`src/rtl/dmrs_sched.sv`:
```
// DMRS symbol scheduler: walks one frame of OFDM symbols and enables the DMRS
// generator on the DMRS symbols selected by dmrs-AdditionalPosition.
module dmrs_sched #(
    parameter int unsigned SYMS_PER_SLOT   = 14,
    parameter int unsigned SLOTS_PER_FRAME = 10,
    parameter int unsigned DMRS_L0         = 2
) (
    input  logic       clk,
    input  logic       reset,
    input  logic       start,
    input  logic [6:0] N_rb,
    input  logic [1:0] add_pos,
    input  logic       sym_tick,
    input  logic       DMRS_valid,
    output logic       dmrs_enable,
    output logic [3:0] N_slot_frame,
    output logic [6:0] N_rb_out,
    output logic [3:0] sym_idx,
    output logic [9:0] sample_cnt,
    output logic       busy,
    output logic       frame_done,
    output logic       overrun,
    output logic       cfg_err
);

    typedef enum logic [1:0] {StIdle, StWaitSym, StGen} state_e;

    localparam logic [3:0] L0        = 4'(DMRS_L0);
    localparam logic [3:0] LastSym   = 4'(SYMS_PER_SLOT - 1);
    localparam logic [3:0] LastSlot  = 4'(SLOTS_PER_FRAME - 1);

    state_e     state_q, state_d;
    logic [6:0] n_rb_q, n_rb_d;
    logic [1:0] add_pos_q, add_pos_d;
    logic [3:0] slot_q, slot_d;
    logic [3:0] sym_q, sym_d;
    logic [9:0] cnt_q, cnt_d;
    logic       enable_q, enable_d;
    logic       busy_q, busy_d;
    logic       done_q, done_d;
    logic       overrun_q, overrun_d;
    logic       cfg_err_q, cfg_err_d;

    logic       is_dmrs;
    logic       do_adv;
    logic [9:0] target;
    logic [9:0] cnt_inc;

    // 6 subcarriers per RB carry DMRS; 10 bits holds 6*127 = 762
    assign target  = {3'b000, n_rb_q} * 10'd6;
    assign cnt_inc = cnt_q + 10'd1;

    always_comb begin
        is_dmrs = 1'b0;
        unique case (add_pos_q)
            2'd0: is_dmrs = (sym_q == L0);
            2'd1: is_dmrs = (sym_q == L0) || (sym_q == 4'd11);
            2'd2: is_dmrs = (sym_q == L0) || (sym_q == 4'd7) || (sym_q == 4'd11);
            2'd3: is_dmrs = (sym_q == L0) || (sym_q == 4'd5) || (sym_q == 4'd8) ||
                            (sym_q == 4'd11);
            default: is_dmrs = 1'b0;
        endcase
    end

    always_comb begin
        state_d   = state_q;
        n_rb_d    = n_rb_q;
        add_pos_d = add_pos_q;
        slot_d    = slot_q;
        sym_d     = sym_q;
        cnt_d     = cnt_q;
        enable_d  = enable_q;
        busy_d    = busy_q;
        done_d    = 1'b0;
        overrun_d = overrun_q;
        cfg_err_d = 1'b0;
        do_adv    = 1'b0;

        unique case (state_q)
            StIdle: begin
                if (start) begin
                    if (N_rb != 7'd0) begin
                        n_rb_d    = N_rb;
                        add_pos_d = add_pos;
                        slot_d    = 4'd0;
                        sym_d     = 4'd0;
                        busy_d    = 1'b1;
                        state_d   = StWaitSym;
                    end else begin
                        cfg_err_d = 1'b1;
                    end
                end
            end
            StWaitSym: begin
                if (sym_tick) begin
                    if (is_dmrs) begin
                        state_d  = StGen;
                        enable_d = 1'b1;
                        cnt_d    = 10'd0;
                    end else begin
                        do_adv = 1'b1;
                    end
                end
            end
            StGen: begin
                // A tick while generating is dropped; the position advances only on completion
                if (sym_tick) begin
                    overrun_d = 1'b1;
                end
                if (DMRS_valid) begin
                    cnt_d = cnt_inc;
                    if (cnt_inc == target) begin
                        enable_d = 1'b0;
                        state_d  = StWaitSym;
                        do_adv   = 1'b1;
                    end
                end
            end
            default: state_d = StIdle;
        endcase

        if (do_adv) begin
            if (sym_q == LastSym) begin
                sym_d = 4'd0;
                if (slot_q == LastSlot) begin
                    slot_d  = 4'd0;
                    busy_d  = 1'b0;
                    done_d  = 1'b1;
                    state_d = StIdle;
                end else begin
                    slot_d = slot_q + 4'd1;
                end
            end else begin
                sym_d = sym_q + 4'd1;
            end
        end
    end

    always_ff @(posedge clk) begin
        if (reset) begin
            state_q   <= StIdle;
            n_rb_q    <= 7'd0;
            add_pos_q <= 2'd0;
            slot_q    <= 4'd0;
            sym_q     <= 4'd0;
            cnt_q     <= 10'd0;
            enable_q  <= 1'b0;
            busy_q    <= 1'b0;
            done_q    <= 1'b0;
            overrun_q <= 1'b0;
            cfg_err_q <= 1'b0;
        end else begin
            state_q   <= state_d;
            n_rb_q    <= n_rb_d;
            add_pos_q <= add_pos_d;
            slot_q    <= slot_d;
            sym_q     <= sym_d;
            cnt_q     <= cnt_d;
            enable_q  <= enable_d;
            busy_q    <= busy_d;
            done_q    <= done_d;
            overrun_q <= overrun_d;
            cfg_err_q <= cfg_err_d;
        end
    end

    assign dmrs_enable  = enable_q;
    assign N_slot_frame = slot_q;
    assign N_rb_out     = n_rb_q;
    assign sym_idx      = sym_q;
    assign sample_cnt   = cnt_q;
    assign busy         = busy_q;
    assign frame_done   = done_q;
    assign overrun      = overrun_q;
    assign cfg_err      = cfg_err_q;

endmodule

```
`config.mk`:
```
export PLATFORM = sky130hd
export DESIGN_NAME = dmrs_sched
export DESIGN_NICKNAME = d
export VERILOG_FILES = /design/src/rtl/dmrs_sched.sv
export SDC_FILE = /design/constraint.sdc
export NUM_CORES = 1
export LEC_CHECK = 0
export BUFFER_PORTS_ARGS = -buffer_cell sky130_fd_sc_hd__buf_4
export CELL_PAD_IN_SITES_DETAIL_PLACEMENT = 0
export CELL_PAD_IN_SITES_GLOBAL_PLACEMENT = 1
export CORE_MARGIN = 2
export CORE_UTILIZATION = 30
export DETAILED_ROUTE_END_ITERATION = 16
export PLACE_DENSITY_LB_ADDON = 0.05
export SYNTH_ARGS = -nofsm -noshare
export SYNTH_HDL_FRONTEND = slang
export SYNTH_SLANG_ARGS = --single-unit
```
`constraint.sdc`:
```
create_clock -name clk -period 5 [get_ports clk]
set_clock_uncertainty 0.05 [all_clocks]
set_input_delay 1.25 -clock clk [delete_from_list [all_inputs] [get_ports clk]]
set_output_delay 1.25 -clock clk [all_outputs]
set_load 0.02 [all_outputs]
```
==> impl_metrics.json <==
{
  "fillCellCount": 839,
  "hold_start": "overrun",
  "pre_cts_slack_ns": 1.839,
  "nets": 358,
  "antenna_found_initial": 0,
  "boundaryPins": 44,
  "avgRoutedWirePerCell_um": 15.33,
  "overflow": 0,
  "place.gp.congestion": 0.7571,
  "drt_wl_total_um": 6653,
  "layout-drive-gt1-share_pct": 19.28,
  "critPathLaunchType": "flop",
  "cts_tree": "yes",
  "synthSimpleGateAreaFrac_pct": 28.14,
  "seq_power_share_pct": 46.4,
  "p_comb_share_pct": 17.4,
  "ant_nets": 0,
  "row_count": 32,
  "layout_min_cycle_time_ns": 3.142,
  "leakagePower_nw": 1.138,
  "pwr-share-clk_pct": 36.2,
  "postCtsSetupRepairBufs": 0,
  "antenna_cells": 0,
  "r2r_slack_ns": 1.86,
  "synth_top_cell_area_share_pct": 28.83,
  "synthMuxAreaShare_pct": 1.378,
  "hpwl_um": 5024,
  "fin_ws_ns": 1.858,
  "synthAdderAreaFrac_pct": 7.207,
  "grt_max_degree": 25,
  "viasPerCell": 5.120,
  "end_kind": "flop",
  "cts.hold.buffers_added": 0,
  "rr_worst_depth": 11,
  "clk_latency_ns": 0.29,
  "period_share_pct": 62.84,
  "grt_pass1_vias": 2098,
  "ys.warnings.count": 0,
  "ctsResizeCount": 0,
  "rsz0062_at_grt": "false",
  "status": "finished clean",
  "grt_use_total_pct": 16.38,
  "irDropWorstVdd_v": 0.0001041,
  "synth_ff_type": "dfxtp_1",
  "htreeDepth": 2,
  "min_to": "overrun",
  "cp.required_ns": 5.13,
  "r2r_start": "N_rb_out[0]",
  "cts_buffers": 5,
  "dieHeight_um": 92.72,
  "cp.arrival_ns": 3.28,
  "cts_buffer_depth": 2,
  "hold_path_depth": 2,
  "clkTransAtPathRegs_ns": 0.08,
  "drtIter0Drc": 93,
  "switching_share_pct": 29.75,
  "syn_inst": 291,
  "synth_area_um2": 2361,
  "port_buffers": 43,
  "drt_first_pass_iters": 4,
  "synthTopCellsByCount": "nand2_1 (39), dfxtp_1 (34), a21oi_1 (30), xnor2_1 (17)",
  "initial_core_util_pct": 30.71,
  "synth-xor-area-share_pct": 9.433,
  "synth_nets": 318,
  "hold_violations": 0,
  "die_w_um": 92.72,
  "fin_tns_setup_ns": 0,
  "cts_root_buf": "clkbuf_8",
  "ys_types": 58,
  "grt_pass1_wl_um": 11020,
  "yosysMostFrequentCell": "nand2_1",
  "cts_sinks": 34,
  "intPower_uw": 432.9,
  "die_area_um2": 8596,
  "core_um2": 7687,
  "synth_edf_count": 0,
  "syn-mean-instance-area_um2": 8.113,
  "synth_top_family_by_area": "simple AND/OR/NAND/NOR gates",
  "total_power_uw": 616.2,
  "ys_ff_latch": 34,
  "synthToLayoutAreaGrowth_pct": 21.25,
  "slew_violations": 0,
  "timing.rr.end": "sym_idx[1]",
  "fin_util_pct": 37.24,
  "max_slew.worst_pin.slew_ns": 0.9483,
  "yosys-top-cells-area": "dfxtp_1 (29%), a21oi_1 (6.4%), ha_1 (6.4%)",
  "dr_total_vias": 2222,
  "p_sw_uw": 183.3,
  "max_freq_mhz": 318.3,
  "path_max_fanout": 9,
  "maxCapViolCount": 0,
  "hold_class": "reg -> reg",
  "worstSetupPathType": "reg -> reg",
  "drc": 0,
  "synth_compound_area_share_pct": 20.93,
  "ys_async_sr_fraction_pct": 0,
  "yosysSeqAreaShare_pct": 28.83,
  "relSlewSlack_pct": 36.78,
  "yosysTopAreaCell": "dfxtp_1",
  "setup_viol": 0,
  "pwr_density_cell_nw_per_um2": 215.3
}
-- cell type report --
| cell class | instances | area [µm²] | area share, % |
|---|---|---|---|
| clock buffers | 6 | 82.58 | 2.885 |
| clock inverters | 2 | 12.51 | 0.4371 |
| inverters | 14 | 52.55 | 1.836 |
| multi-input cells | 233 | 1584 | 55.33 |
| flip-flops and latches | 34 | 680.7 | 23.78 |
| well taps | 102 | 127.6 | 4.458 |
| repair buffers | 43 | 322.8 | 11.28 |
-- critical path, cell delays in order, from the launching register on --
cell     delay, ns
dfxtp_1       0.48
ha_1          0.22
inv_1         0.05
fa_1          0.40
xnor2_1       0.24
xnor2_1       0.17
xnor2_1       0.10
nor4_2        0.21
nand4_2       0.20
nor4_4        0.54
nor3_1        0.10
a211o_1       0.28
-- stage by stage --
stage          hold slack (ns)  cells  area, µm²
5_1_grt                 0.4572    434       2863
4_1_cts                 0.4336    434       2863
6_report                0.4334    434       2863
2_1_floorplan           0.3949    291       2361
3_5_place_dp            0.4133    426       2768
3_3_place_gp            0.4206    426       2768
-- layout by cell type (no fill, tap or decap), types with 2 or more instances in the layout --
cell,count
nand2b_1,5
xnor2_1,17
nand4_2,2
nand4_1,10
dfxtp_1,34
nor2_1,12
nor3_1,5
and3_1,8
xor2_1,4
a211oi_1,2
and2_1,3
ha_1,12
nor2b_1,5
o211ai_1,4
inv_1,13
nor4_4,2
o21ai_0,13
o21a_1,4
a21o_1,3
clkbuf_8,6
buf_4,43
or2_2,2
nor3b_1,4
nand2_1,39
o2111ai_1,2
a31oi_1,4
nand3_1,12
o21ai_1,2
a21oi_1,30
o221ai_1,2
-- how the worst max path moves through the flow --
stage | end | slack [ns] | start | depth (start not counted)
6_report | sym_idx[1] | 1.86 | N_rb_out[0] | 11
3_3_place_gp | sym_idx[1] | 1.87 | N_rb_out[0] | 11
3_5_place_dp | sym_idx[1] | 1.84 | N_rb_out[0] | 11
4_1_cts | sym_idx[1] | 1.81 | N_rb_out[0] | 11
5_1_grt | sym_idx[1] | 1.61 | N_rb_out[0] | 11
2_1_floorplan | sym_idx[1] | 2.16 | N_rb_out[1] | 11
-- power by group through the flow --
stage                     Sequential (mW)  Clock (mW)  Combinational [mW]
final                               0.286       0.223               0.107
after global routing                0.287       0.245               0.120
after CTS                           0.286       0.235               0.109
after detailed placement            0.292           0               0.108
after global placement              0.292           0               0.110
after floorplan                     0.295           0              0.0671
-- per-layer routing --
layer / GRT usage [%] / vias to the layer above / wire length (µm)
met5: 0 / - / 0
met4: 4.044 / 0 / 57
met3: 3.092 / 4 / 219
met2: 25.67 / 36 / 3015
met1: 23.20 / 1042 / 3361
li1: - / 1140 / -
-- sequential cells by signal (all words and copies together), names as in the netlist --
name          flops
overrun           1
state_q           2
sym_idx           4
dmrs_enable       1
cfg_err           1
add_pos_q         2
busy              1
sample_cnt       10
frame_done        1
N_slot_frame      4
N_rb_out          7
-- kinds of logic (layout without fill, tap and decap cells) --
logic type | count (synthesis) | count (layout)
buf+inv | 24 | 65
compound gates | 78 | 78
mux | 2 | 2
xor+xnor | 23 | 23
simple gates | 117 | 117
flops | 34 | 34
fa+ha+maj | 13 | 13
Note: power is estimated with default switching activity, not from simulation.
